==> config.mk <==
export PLATFORM = sky130hd
export DESIGN_NAME = aer_core_event_dispatcher
export DESIGN_NICKNAME = d
export VERILOG_FILES = /design/src/rtl/aer_pkg.sv /design/src/rtl/aer_hs_collector.sv /design/src/rtl/aer_core_event_dispatcher.sv
export SDC_FILE = /design/constraint.sdc
export NUM_CORES = 1
export LEC_CHECK = 0
export CAP_MARGIN = 20
export CORE_MARGIN = 1
export CORE_UTILIZATION = 45
export CTS_CLUSTER_DIAMETER = 120
export DETAILED_ROUTE_END_ITERATION = 7
export PLACE_DENSITY = 0.79
export RECOVER_POWER = 100
export SYNTH_ARGS = -nofsm -noshare
export SYNTH_HDL_FRONTEND = slang
export SYNTH_SLANG_ARGS = --single-unit
==> constraint.sdc <==
create_clock -name clk -period 2.8 [get_ports clk]
set_input_delay 0.84 -clock clk [delete_from_list [all_inputs] [get_ports clk]]
set_output_delay 0.84 -clock clk [all_outputs]
set_load 0.05 [all_outputs]
==> src/rtl/aer_pkg.sv <==
// Shared AER event encoding and dispatcher FSM states.
// The output arbiter decodes the event type field with the same helper.
package aer_pkg;

    typedef logic [1:0] evt_t;

    localparam evt_t EVT_NEURON   = 2'b00;
    localparam evt_t EVT_TIMESTEP = 2'b01;
    localparam evt_t EVT_UNICAST  = 2'b10;
    localparam evt_t EVT_RSVD     = 2'b11;

    typedef enum logic [1:0] {
        IDLE     = 2'b00,
        DISPATCH = 2'b01,
        RELEASE  = 2'b10,
        UP_ACK   = 2'b11
    } state_t;

    // Type field is the top two bits of an event of the given width.
    function automatic evt_t evt_type(input logic [31:0] addr,
                                      input int unsigned width);
        return addr[width-1 -: 2];
    endfunction

endpackage

==> src/rtl/aer_hs_collector.sv <==
// Tracks target/done masks over N parallel 4-phase req/ack links and
// reports when every targeted link has acked and then released its ack.
module aer_hs_collector #(
    parameter int N = 16
) (
    input  logic         clk,
    input  logic         rst,
    input  logic         i_load,
    input  logic [N-1:0] i_target,
    input  logic         i_sample,
    input  logic         i_force,
    input  logic         i_clear,
    input  logic [N-1:0] i_ack,
    output logic [N-1:0] o_req_nxt,
    output logic         o_all_done,
    output logic         o_all_released
);

    logic [N-1:0] r_target;
    logic [N-1:0] r_done;
    logic [N-1:0] w_done_nxt;

    always_comb begin
        w_done_nxt = r_done;
        if (i_sample) begin
            w_done_nxt = r_done | (i_ack & r_target);
        end
        if (i_force) begin
            w_done_nxt = r_done | r_target;
        end
    end

    always_ff @(posedge clk or posedge rst) begin
        if (rst) begin
            r_target <= '0;
            r_done   <= '0;
        end else if (i_clear) begin
            r_target <= '0;
            r_done   <= '0;
        end else if (i_load) begin
            r_target <= i_target;
            r_done   <= '0;
        end else begin
            r_done   <= w_done_nxt;
        end
    end

    // Requests drop on the same edge that records the ack.
    assign o_req_nxt      = r_target & ~w_done_nxt;
    assign o_all_done     = (r_done & r_target) == r_target;
    assign o_all_released = (i_ack & r_target) == '0;

endmodule

==> src/rtl/aer_core_event_dispatcher.sv <==
// Fans one upstream AER event out to CORE_NUM cores over 4-phase links.
// Optional per-event core-ack timeout: define AER_DISPATCH_TIMEOUT_EN.
module aer_core_event_dispatcher #(
    parameter int CORE_NUM     = 16,
    parameter int AER_IN_WIDTH = 12,
    parameter int TIMEOUT_CYC  = 1024
) (
    input  logic                    clk,
    input  logic                    rst,
    input  logic                    in_req,
    input  logic [AER_IN_WIDTH-1:0] in_addr,
    output logic                    in_ack,
    output logic [CORE_NUM-1:0]     core_req,
    output logic [AER_IN_WIDTH-1:0] core_addr,
    input  logic [CORE_NUM-1:0]     core_ack,
    output logic                    busy,
    output logic [15:0]             tstep_cnt,
    output logic                    err_flag
);

    import aer_pkg::*;

    localparam int CORE_ID_W = $clog2(CORE_NUM);

    state_t                  r_state;
    state_t                  w_next;
    logic [CORE_NUM-1:0]     r_core_req;
    logic [AER_IN_WIDTH-1:0] r_core_addr;
    logic                    r_in_ack;
    logic [15:0]             r_tstep_cnt;
    logic [CORE_NUM-1:0]     w_target;
    logic [CORE_NUM-1:0]     w_req_nxt;
    logic                    w_load;
    logic                    w_clear;
    logic                    w_all_done;
    logic                    w_all_released;
    logic                    w_timeout;
    evt_t                    w_type_in;
    evt_t                    w_type_cur;

    assign w_type_in  = evt_type(32'(in_addr), AER_IN_WIDTH);
    assign w_type_cur = evt_type(32'(r_core_addr), AER_IN_WIDTH);

    always_comb begin
        w_target = '0;
        unique case (w_type_in)
            EVT_NEURON, EVT_TIMESTEP: w_target = '1;
            EVT_UNICAST: w_target[in_addr[CORE_ID_W-1:0]] = 1'b1;
            default: w_target = '0;
        endcase
    end

    aer_hs_collector #(
        .N(CORE_NUM)
    ) u_coll (
        .clk            (clk),
        .rst            (rst),
        .i_load         (w_load),
        .i_target       (w_target),
        .i_sample       (r_state == DISPATCH),
        .i_force        (w_timeout),
        .i_clear        (w_clear),
        .i_ack          (core_ack),
        .o_req_nxt      (w_req_nxt),
        .o_all_done     (w_all_done),
        .o_all_released (w_all_released)
    );

    always_comb begin
        w_next  = r_state;
        w_load  = 1'b0;
        w_clear = 1'b0;
        unique case (r_state)
            IDLE: begin
                if (in_req) begin
                    w_load = 1'b1;
                    w_next = (w_type_in == EVT_RSVD) ? UP_ACK : DISPATCH;
                end
            end
            DISPATCH: begin
                if (w_timeout)       w_next = UP_ACK;
                else if (w_all_done) w_next = RELEASE;
            end
            RELEASE: begin
                if (w_timeout || w_all_released) w_next = UP_ACK;
            end
            UP_ACK: begin
                if (!in_req) begin
                    w_next  = IDLE;
                    w_clear = 1'b1;
                end
            end
            default: begin
                w_next  = IDLE;
                w_clear = 1'b1;
            end
        endcase
    end

    always_ff @(posedge clk or posedge rst) begin
        if (rst) begin
            r_state     <= IDLE;
            r_core_req  <= '0;
            r_core_addr <= '0;
            r_in_ack    <= 1'b0;
            r_tstep_cnt <= '0;
        end else begin
            r_state    <= w_next;
            r_core_req <= (r_state == DISPATCH) ? w_req_nxt : '0;
            r_in_ack   <= (r_state == UP_ACK) && (w_next == UP_ACK);
            if (w_load) begin
                r_core_addr <= in_addr;
            end
            if (r_state == UP_ACK && !in_req && w_type_cur == EVT_TIMESTEP) begin
                r_tstep_cnt <= r_tstep_cnt + 16'd1;
            end
        end
    end

`ifdef AER_DISPATCH_TIMEOUT_EN
    localparam int TO_W = $clog2(TIMEOUT_CYC + 1);

    logic [TO_W-1:0] r_to_cnt;
    logic            r_err;
    logic            w_waiting;

    assign w_waiting = (r_state == DISPATCH) || (r_state == RELEASE);
    assign w_timeout = w_waiting && (r_to_cnt == TO_W'(TIMEOUT_CYC - 1));

    always_ff @(posedge clk or posedge rst) begin
        if (rst) begin
            r_to_cnt <= '0;
            r_err    <= 1'b0;
        end else begin
            r_to_cnt <= w_waiting ? r_to_cnt + 1'b1 : '0;
            r_err    <= r_err | w_timeout;
        end
    end

    assign err_flag = r_err;
`else
    logic w_unused_to;

    assign w_unused_to = (TIMEOUT_CYC > 0);
    assign w_timeout   = 1'b0;
    assign err_flag    = 1'b0;
`endif

    assign in_ack    = r_in_ack;
    assign core_req  = r_core_req;
    assign core_addr = r_core_addr;
    assign busy      = (r_state != IDLE);
    assign tstep_cnt = r_tstep_cnt;

endmodule
==> flow_metrics.env <==
export IMPL_first_pass_iters=4
export IMPL_initial_core_util=0.469
export IMPL_cts_tree="done"
export IMPL_netlist_cell_type_count=43
export IMPL_drt_iter0_drc=165
export IMPL_syn_area_per_cell_sq_um=11.1
export IMPL_nets=423
export IMPL_fin_crit_sh=0.964
export IMPL_rsz0062_at_grt="false"
export IMPL_fin_setup_tns_ns=0
export IMPL_required_ns=1.96
export IMPL_die_w_microns=89.2
export IMPL_maxSlewHeadroom=0.0898
export IMPL_via_count=2640
export IMPL_synth_most_common_cell="dfrtp_1"
export IMPL_core_area_sq_um=7290
export IMPL_yosysWarnings=0
export IMPL_worstSetupPathDepth=2
export IMPL_synth_edf_count=0
export IMPL_place_hpwl_mm=5.41
export IMPL_synth_top_area_frac=0.578
export IMPL_hold_path_cell_count=1
export IMPL_synth_seq_area_share=0.578
export IMPL_post_cts_buffers=0
export IMPL_die_h_microns=89.2
export IMPL_ys_flop_type="dfrtp_1"
export IMPL_fmax_mhz=371
export IMPL_hold_class="reg -> reg"
export IMPL_p_leak_nw=2.03
export IMPL_critPathBufInv=1
export IMPL_fin_ws_ns=0.101
export IMPL_powerDensity_nw_per_um2=985
export IMPL_antennaDiodeCount=0
export IMPL_cp_top_family="buffers and inverters"
export IMPL_area_delta_synth_final_pct=30.3
export IMPL_cts_resized=0
export IMPL_ir_worst_vdd_mv=0.610
export IMPL_vias_per_cell=5.33
export IMPL_path_cells="or2_2 > dlygate4sd3_1"
export IMPL_die_area_sq_um=7950
export IMPL_synth_area_top_cells="dfrtp_1 (58%), a22o_1 (4.4%), mux2_2 (4.3%), nand2_1 (3.0%), a31oi_1 (2.9%)"
export IMPL_worst_slew_pin_slew_ns=1.37
export IMPL_cp_data_arrival_time_ns=1.86
export IMPL_cts_made_buffers=9
export IMPL_clk_latency_ns=0.34
export IMPL_place_ws_ns=0.200
export IMPL_syn_area_sq_um=3420
export IMPL_grt_use_total=0.202
export IMPL_grt_max_degree=35
export IMPL_reg2reg_slack_ns=0.31
export IMPL_io_buffer_count=76
export IMPL_cp_start_kind="flop"
export IMPL_final_fill_count=621
export IMPL_r2r_worst_path_cells=5
export IMPL_final_layout_size_suffix_gt1_frac=0.0884
export IMPL_maxSlewViolCount=0
export IMPL_cts_root_buf="clkbuf_8"
export IMPL_syn_inst=309
export IMPL_numClockSinks=79
export IMPL_path_clk_slew_ns=0.08
export IMPL_slowest_delay_ns=0.77
export IMPL_synth_largest_area_cell="dfrtp_1"
export IMPL_max_cap_violations=0
export IMPL_path_class="reg -> out"
export IMPL_fp_row_count=31
export IMPL_io_pins=78
export IMPL_hold_violations=0
export IMPL_h_tree_depth=3
export IMPL_post_route_drc_count=0
export IMPL_wl_mm=7.52
export IMPL_cpMaxStageDelayCell="dlygate4sd3_1"
export IMPL_ff_latch_area_sq_um=1980
export IMPL_endpoint_kind="output pin"
export IMPL_grt_pass1_vias=2446
export IMPL_ys_ff_latch=79
export IMPL_critical_path_peak_fanout=8
export IMPL_cts_hold_buf=0
export IMPL_overflow=0
export IMPL_routedWlPerCell_microns=15.2
export IMPL_grt_first_pass_wirelength_mm=12.0
export IMPL_final_antenna_net_count=0
export IMPL_gp_congestion=0.811
export IMPL_cts_buffer_depth=2
export IMPL_multi_input_area_sq_um=1290
export IMPL_synth_common_cells="dfrtp_1 (79), nand2_1 (27), nor2_1 (24)"
export IMPL_syn_nets=341
export IMPL_setup_viol=0
export IMPL_min_period_ns=2.70
export IMPL_antenna_found_initial=0
export IMPL_status="finished clean"
export IMPL_async_flop_share=1.00
export IMPL_timing_clock_skew_ns=0.00712
==> registers in the layout, summed over array words and instances (netlist names) <==
register,flops
tstep_cnt,16
r_state,2
core_req,16
in_ack,1
core_addr,12
u_coll.r_target,16
u_coll.r_done,16
==> metrics by stage <==
stage	instances	hold WS (ns)	instance area (sq um)	total power [mW]	util
2_1_floorplan	309	0.422	3420	3.03	-
3_3_place_gp	479	0.440	4320	3.57	0.593
3_5_place_dp	479	0.443	4320	3.63	0.593
4_1_cts	495	0.459	4530	4.51	0.622
5_1_grt	495	0.480	4460	4.64	0.611
6_report	495	0.462	4460	4.39	0.611
==> worst register-to-register path, cell delays in order, from the launching register on <==
cell	delay, ns
dfrtp_1	0.39
buf_4	0.17
nor2b_1	0.12
clkbuf_1	1.00
o21ai_0	0.38
o211a_1	0.32
==> area by class of cell <==
cell class | instances | area share
sequential | 79 | 0.444
multi-input combinational | 204 | 0.291
timing repair buffer | 85 | 0.181
clock buffer | 12 | 0.0348
tap | 99 | 0.0278
clock inverter | 4 | 0.0121
inverter | 12 | 0.0104
==> cells by family after synthesis <==
family / share of synthesized area
buffers and inverters: 0.0344
other: 0.00110
muxes: 0.0428
AOI/OAI and AO/OA: 0.136
xor gates and xnor gates: 0.0384
and+or+nand+nor: 0.165
DFF: 0.578
adders and majority gates: 0.00366
==> power by group <==
group / internal (mW) / switching [mW]
logic: 0.638 / 1.07
clock network: 0.463 / 0.416
registers: 1.50 / 0.300
==> placed cells by master (no fill, tap or decap), types with 3 or more instances in the layout <==
cell,n
dfrtp_1,79
dlygate4sd3_1,48
clkdlybuf4s50_1,28
nand2_1,27
nor2_1,24
nor3_1,20
o21ai_0,18
a22o_1,17
a31oi_1,16
mux2_2,13
nand2b_1,12
inv_1,11
clkbuf_8,11
xor2_1,9
xnor2_1,6
clkbuf_1,6
nand3_1,5
a221oi_1,4
o2111ai_1,3
and3_1,3
nand4_1,3
==> final timing paths <==
kind                                   start                  end
setup / recovery                  r_state[0]                 busy
hold / removal             u_coll.r_done[13]         core_req[13]
setup reg to reg                  r_state[1]           r_state[0]
hold reg to reg            u_coll.r_done[13]         core_req[13]
max in group asynchronous                rst  u_coll.r_target[11]
min in group asynchronous                rst         core_addr[5]
==> layer usage <==
layer,up-vias,GRT usage,share of wire
met4,0,0.0563,0.0093
met5,-,0,0
li1,1261,-,-
met1,1308,0.288,0.46
met3,6,0.0536,0.052
met2,65,0.307,0.48
No activity file was read; power rests on OpenSTA's default activity.
